[src/rtl/axi_wr_arbiter.sv]
`default_nettype none
// ============================================================================
// Module   : axi_wr_arbiter
// Purpose  : Round-robin AW arbiter merging NumSlv AXI write requesters onto one
//            downstream port; W and B are steered in AW-grant order.
// Revision : 1.0 - initial release
// ============================================================================
module axi_wr_arbiter #(
    parameter int unsigned NumSlv   = 4,
    parameter int unsigned MaxTrans = 8,
    parameter type aw_chan_t = logic,
    parameter type w_chan_t  = struct packed { logic last; },
    parameter type b_chan_t  = logic
) (
    input  logic                  clk_i,
    input  logic                  rst_ni,
    input  logic [NumSlv-1:0]     slv_aw_valid_i,
    output logic [NumSlv-1:0]     slv_aw_ready_o,
    input  aw_chan_t [NumSlv-1:0] slv_aw_i,
    input  logic [NumSlv-1:0]     slv_w_valid_i,
    output logic [NumSlv-1:0]     slv_w_ready_o,
    input  w_chan_t [NumSlv-1:0]  slv_w_i,
    output logic [NumSlv-1:0]     slv_b_valid_o,
    input  logic [NumSlv-1:0]     slv_b_ready_i,
    output b_chan_t [NumSlv-1:0]  slv_b_o,
    output logic                  mst_aw_valid_o,
    input  logic                  mst_aw_ready_i,
    output aw_chan_t              mst_aw_o,
    output logic                  mst_w_valid_o,
    input  logic                  mst_w_ready_i,
    output w_chan_t               mst_w_o,
    input  logic                  mst_b_valid_i,
    output logic                  mst_b_ready_o,
    input  b_chan_t               mst_b_i
);

    localparam int unsigned c_idx_w = (NumSlv > 1) ? $clog2(NumSlv) : 1;
    localparam int unsigned c_ptr_w = $clog2(MaxTrans);
    localparam int unsigned c_cnt_w = c_ptr_w + 1;
    localparam logic [c_cnt_w-1:0] c_full = c_cnt_w'(MaxTrans);

    logic [c_idx_w-1:0] r_ptr;
    logic               r_lock;
    logic [c_idx_w-1:0] r_lock_idx;

    logic [c_idx_w-1:0] w_cand;
    logic [c_idx_w-1:0] w_rr_idx;
    logic               w_rr_found;
    logic [c_idx_w-1:0] w_sel;
    logic               w_full;
    logic               w_aw_hs;

    logic [c_idx_w-1:0] r_wq_mem [MaxTrans];
    logic [c_ptr_w-1:0] r_wq_rptr;
    logic [c_ptr_w-1:0] r_wq_wptr;
    logic [c_cnt_w-1:0] r_wq_cnt;
    logic [c_idx_w-1:0] w_wq_head;
    logic               w_wq_nempty;
    logic               w_wq_pop;

    logic [c_idx_w-1:0] r_bq_mem [MaxTrans];
    logic [c_ptr_w-1:0] r_bq_rptr;
    logic [c_ptr_w-1:0] r_bq_wptr;
    logic [c_cnt_w-1:0] r_bq_cnt;
    logic [c_idx_w-1:0] w_bq_head;
    logic               w_bq_nempty;
    logic               w_bq_pop;

    // First valid requester at or above the pointer, wrapping.
    always_comb begin
        w_cand     = r_ptr;
        w_rr_idx   = r_ptr;
        w_rr_found = 1'b0;
        for (int unsigned i = 0; i < NumSlv; i++) begin
            w_cand = c_idx_w'((32'(r_ptr) + i) % NumSlv);
            if (!w_rr_found && slv_aw_valid_i[w_cand]) begin
                w_rr_idx   = w_cand;
                w_rr_found = 1'b1;
            end
        end
    end

    assign w_sel  = r_lock ? r_lock_idx : w_rr_idx;
    assign w_full = (r_wq_cnt == c_full) || (r_bq_cnt == c_full);

    assign mst_aw_valid_o = !w_full && (r_lock ? slv_aw_valid_i[r_lock_idx] : w_rr_found);
    assign mst_aw_o       = slv_aw_i[w_sel];
    assign w_aw_hs        = mst_aw_valid_o && mst_aw_ready_i;

    always_comb begin
        slv_aw_ready_o = '0;
        if (!w_full) begin
            slv_aw_ready_o[w_sel] = mst_aw_ready_i;
        end
    end

    // A stalled request keeps its grant until accepted.
    always_ff @(posedge clk_i or negedge rst_ni) begin
        if (!rst_ni) begin
            r_ptr      <= '0;
            r_lock     <= 1'b0;
            r_lock_idx <= '0;
        end else begin
            r_lock     <= mst_aw_valid_o && !mst_aw_ready_i;
            r_lock_idx <= w_sel;
            if (w_aw_hs) begin
                r_ptr <= c_idx_w'((32'(w_sel) + 32'd1) % NumSlv);
            end
        end
    end

    // Order FIFO storage is not reset; occupancy alone defines validity.
    always_ff @(posedge clk_i) begin
        if (w_aw_hs) begin
            r_wq_mem[r_wq_wptr] <= w_sel;
            r_bq_mem[r_bq_wptr] <= w_sel;
        end
    end

    always_ff @(posedge clk_i or negedge rst_ni) begin
        if (!rst_ni) begin
            r_wq_rptr <= '0;
            r_wq_wptr <= '0;
            r_wq_cnt  <= '0;
            r_bq_rptr <= '0;
            r_bq_wptr <= '0;
            r_bq_cnt  <= '0;
        end else begin
            if (w_aw_hs) begin
                r_wq_wptr <= r_wq_wptr + 1'b1;
                r_bq_wptr <= r_bq_wptr + 1'b1;
            end
            if (w_wq_pop) begin
                r_wq_rptr <= r_wq_rptr + 1'b1;
            end
            if (w_bq_pop) begin
                r_bq_rptr <= r_bq_rptr + 1'b1;
            end
            r_wq_cnt <= r_wq_cnt + c_cnt_w'(w_aw_hs) - c_cnt_w'(w_wq_pop);
            r_bq_cnt <= r_bq_cnt + c_cnt_w'(w_aw_hs) - c_cnt_w'(w_bq_pop);
        end
    end

    assign w_wq_head   = r_wq_mem[r_wq_rptr];
    assign w_wq_nempty = (r_wq_cnt != '0);
    assign mst_w_o       = slv_w_i[w_wq_head];
    assign mst_w_valid_o = w_wq_nempty && slv_w_valid_i[w_wq_head];
    assign w_wq_pop      = mst_w_valid_o && mst_w_ready_i && mst_w_o.last;

    always_comb begin
        slv_w_ready_o = '0;
        if (w_wq_nempty) begin
            slv_w_ready_o[w_wq_head] = mst_w_ready_i;
        end
    end

    assign w_bq_head     = r_bq_mem[r_bq_rptr];
    assign w_bq_nempty   = (r_bq_cnt != '0);
    assign mst_b_ready_o = w_bq_nempty && slv_b_ready_i[w_bq_head];
    assign w_bq_pop      = mst_b_valid_i && mst_b_ready_o;

    always_comb begin
        slv_b_valid_o = '0;
        for (int unsigned i = 0; i < NumSlv; i++) begin
            slv_b_o[i] = mst_b_i;
        end
        if (w_bq_nempty) begin
            slv_b_valid_o[w_bq_head] = mst_b_valid_i;
        end
    end

endmodule
`default_nettype wire

[config.mk]
export PLATFORM = sky130hd
export DESIGN_NAME = axi_wr_arbiter
export DESIGN_NICKNAME = d
export VERILOG_FILES = /design/src/rtl/axi_wr_arbiter.sv
export SDC_FILE = /design/constraint.sdc
export NUM_CORES = 1
export LEC_CHECK = 0
export ABC_AREA = 1
export BUFFER_PORTS_ARGS = -buffer_cell sky130_fd_sc_hd__buf_2
export CELL_PAD_IN_SITES_DETAIL_PLACEMENT = 1
export CELL_PAD_IN_SITES_GLOBAL_PLACEMENT = 1
export CORE_UTILIZATION = 39
export DETAILED_ROUTE_END_ITERATION = 6
export PLACE_DENSITY = 0.8
export SETUP_SLACK_MARGIN = 0.15
export SYNTH_ARGS = -nofsm -noshare
export SYNTH_HDL_FRONTEND = slang
export SYNTH_SLANG_ARGS = --single-unit
[constraint.sdc]
create_clock -name clk_i -period 2.6 [get_ports clk_i]
set_clock_uncertainty 0.15 [all_clocks]
set_input_delay 0.13 -clock clk_i [delete_from_list [all_inputs] [get_ports clk_i]]
set_output_delay 0.13 -clock clk_i [all_outputs]
set_load 0.02 [all_outputs]
==> metrics <==
outcome=finished, violations left; failing checks=setup timing; Chip Height=just under 100 um; crit path to=r_wq_cnt[1]; final worst slack=-0.3951 ns; Buffers on Ports=between 40 and 50; Clock Tree Root=clkbuf_8; Final Hold Fails=0; Synth area leaders=edfxtp_1 27%, dfrtp_1 18%, nand2_1 16%; Post-Route WL=between 10,000 and 15,000 um; Post-Synth XOR/XNOR Area=0.01996; CTS Buf Count=9; leading area contributor after synthesis=edfxtp_1; Max Freq=approximately 330 MHz; Max-Cap Viols=0; Slew headroom=0.5661; fillcell total=~990; CP most frequent cell=inv_2; Initial Utilization=0.4024; arrival time at the worst endpoint=just over 3 ns; detailed-router iteration count before antenna repair=7; worst hold-check slack=approximately 0.11 ns; RSZ-0062 raised after global routing=yes; initial antenna violation count=0; CTS tree=yes; Post-synth EDFFs=32; Final #Nets=around 610; first-pass GRT wire length=around 21,000 um; Floorplan Core Area=about 8700 sq um; GRT Util Overall=0.2881; Antenna Violating Nets Remaining=0; synth-to-layout area growth=56.40%; critical path type=flip-flop to flip-flop; WL/cell=approximately 22 um; crit share post-route=1.152; Vias=around 3.6k; count of final setup violators=14; Inst Count DP=601; top-area cell type share of the netlist area=0.2738; Die Span X=96.87 um; HPWL after DPL=~7000 um; Worst Setup SP=r_wq_rptr[0]; Worst EP required=2.71 ns; row count=34; routed vias/inst=5.393; H-tree depth=3; CTS Buffer Depth=2; GRT overflow=0; worst-path maximum fanout=6; layout cells sized above 1=0.5346; Synth Cell Area=roughly 3500 sq um; fraction of the mapped netlist area in simple logic gates=0.3291; r2r setup slk=-0.40 ns; n_diodes=0; post-route core utilization=0.6294; full die area=between 9000 and 10,000 sq um; slowest CP cell=fa_2; post-synthesis cell type count=30; vias in the first global route=3,843; post-synthesis compound-gate area fraction=0.03743; worst r2r src=r_wq_rptr[0]; CP Launch Type=flip-flop; min cycle time layout=between 2 and 3 ns; clock-pin slew on the worst setup and hold paths=0.07 ns; num ports=47; Mapped Cells=428; endpoint class of the critical path=flip-flop; Synth Area in Adders=0.08271; synthesis-stage register bit count=between 50 and 60; post-synthesis mux area share=0; main combinational cell family by area after synthesis=simple AND/OR/NAND/NOR gates; final std cells w/o fill=671; Pins Over Slew Limit=0; Iteration-0 DRC Markers=~190; Top FF cell, synth=edfxtp_1; worst-path cell chain=clkinvlp_4 > nand2_1 > nand3_1 > nand2_1 > nand2_2 > nand2_4 > inv_4 > nand3b_1 > nand3_2 > nor2_4 > nand2_2 > inv_2 > ha_4 > inv_4 > ha_4 > inv_2 > fa_2 > inv_2; GP Congestion=0.7830; Avg Inst Size Synth=slightly above 8 sq um; FF-to-FF path depth=18; worst hold path class=primary input to output pin; drc violations=0; Worst Tran Pin Value=0.6508 ns; Worst path max stage delay=0.53 ns; Synth async-reset ratio=0.4386; syn_nets=476; Yosys warnings=0; post-synthesis sequential area ratio=0.4520; largest net degree at the start of global routing=26; CTS Sinks=57; later-pin clock latency in the skew report=between 0.3 and 0.4 ns; Worst R2R End=r_wq_cnt[1]
==> how the worst min path moves through the flow <==
stage	cells past startpoint	from	end	slack [ns]
6_report	0	mst_b_i	slv_b_o[2]	0.11
5_1_grt	0	mst_b_i	slv_b_o[2]	0.11
4_1_cts	0	mst_b_i	slv_b_o[2]	0.11
3_5_place_dp	1	rst_ni	r_bq_rptr[2]	0.04
3_3_place_gp	1	rst_ni	r_bq_cnt[3]	0.03
2_1_floorplan	0	rst_ni	r_bq_cnt[0]	-0.32
==> stage by stage <==
step                instance area (sq um)  setup slack, ns  TNS [ns]
global placement                     4071          -0.2564   -0.6948
CTS                                  4947          -0.2210   -0.8617
floorplan                            3562         -0.06021   -0.1328
finish                               5489          -0.3951    -2.582
global route                         5489          -0.4746    -3.955
detailed placement                   4071          -0.3949    -1.593
==> worst max-delay path: cells and delay by family (launching register included) <==
family | cells | cell delay [ns]
and+or+nand+nor | 9 | 0.90
adders and majority gates | 3 | 0.86
DFF | 1 | 0.49
buffers and inverters | 6 | 0.48
==> cells in the mapped netlist, types with 2 or more instances <==
cell and number:
nand2_1 152, inv_1 48, nand3_1 35, edfxtp_1 32, nor2_1 26, dfrtp_1 25, ha_1 20, nor2_2 11
o21ai_0 10, nand2_2 9, nand3b_1 7, nor3_1 6, buf_4 5, nand4_1 5, inv_2 4, xnor2_1 4
xor2_1 4, a21oi_1 3, buf_6 3, o21ai_1 3, o21ai_2 3, fa_1 2, nand2_4 2, nor2_4 2
or2_4 2
==> kinds of logic (layout without fill, tap and decap cells) <==
logic type | Yosys count | count (layout)
AOI/OAI and AO/OA | 21 | 21
xor gates and xnor gates | 8 | 8
adders and majority gates | 22 | 22
buffers and inverters | 62 | 197
DFF | 57 | 57
and+or+nand+nor | 258 | 258
==> what timing repair did <==
| item | in CTS | in global routing |
|---|---|---|
| endpoints found under the hold margin | 28 | 0 |
| hold buffers | 3 | 0 |
| buffers inserted | 33 | 17 |
| setup endpoints to repair | 15 | 68 |
| pin swaps | 55 | 65 |
| gates cloned | 1 | 0 |
| resized for setup | 101 | 111 |
==> cell type report <==
| class | instances | area [sq um] | share of cell area |
|---|---|---|---|
| repair inverters | 1 | 7.507 | 0.001368 |
| repair buffers | 127 | 978.4 | 0.1783 |
| inverters | 53 | 231.5 | 0.04217 |
| clock inverters | 6 | 128.9 | 0.02348 |
| clock buffers | 10 | 137.6 | 0.02507 |
| well taps | 108 | 135.1 | 0.02462 |
| multi-input cells | 309 | 2278 | 0.4151 |
| flip-flops and latches | 57 | 1592 | 0.2899 |
==> routing by layer <==
metal  vias to the layer above  wire length, um  GRT usage
met3                        56              498    0.05130
met5                         -                0          0
li1                       1629                -          -
met4                         0              731     0.1033
met2                       106             8080     0.5515
met1                      1828             5627     0.3138
==> flip-flops by register name, indices dropped and copies added, names as in the netlist, 3 cells and up <==
register / flops
r_bq_cnt: 4
r_bq_mem: 16
r_bq_rptr: 3
r_bq_wptr: 3
r_wq_cnt: 4
r_wq_mem: 16
r_wq_rptr: 3
r_wq_wptr: 3
==> cell usage in the layout, fill, tap and decap left out, types with 4 or more instances in the layout <==
cell type,count
inv_1,31
nand2_2,38
buf_2,32
nor3_1,4
dfrtp_1,21
clkbuf_8,10
nor2_4,18
bufinv_16,4
inv_4,6
nor2_1,12
nor2_2,9
inv_2,13
ha_1,10
dfrtp_2,4
ha_4,9
xor2_1,4
nand2_4,27
nand4_1,5
buf_6,26
o21ai_2,8
nand3_1,24
nand3b_1,7
edfxtp_1,32
buf_4,66
nand3_2,11
nand2_1,98
Power is left out: the tool's default activity adds up to more than one toggle a clock period on the data nets, which glitch-free logic cannot reach.
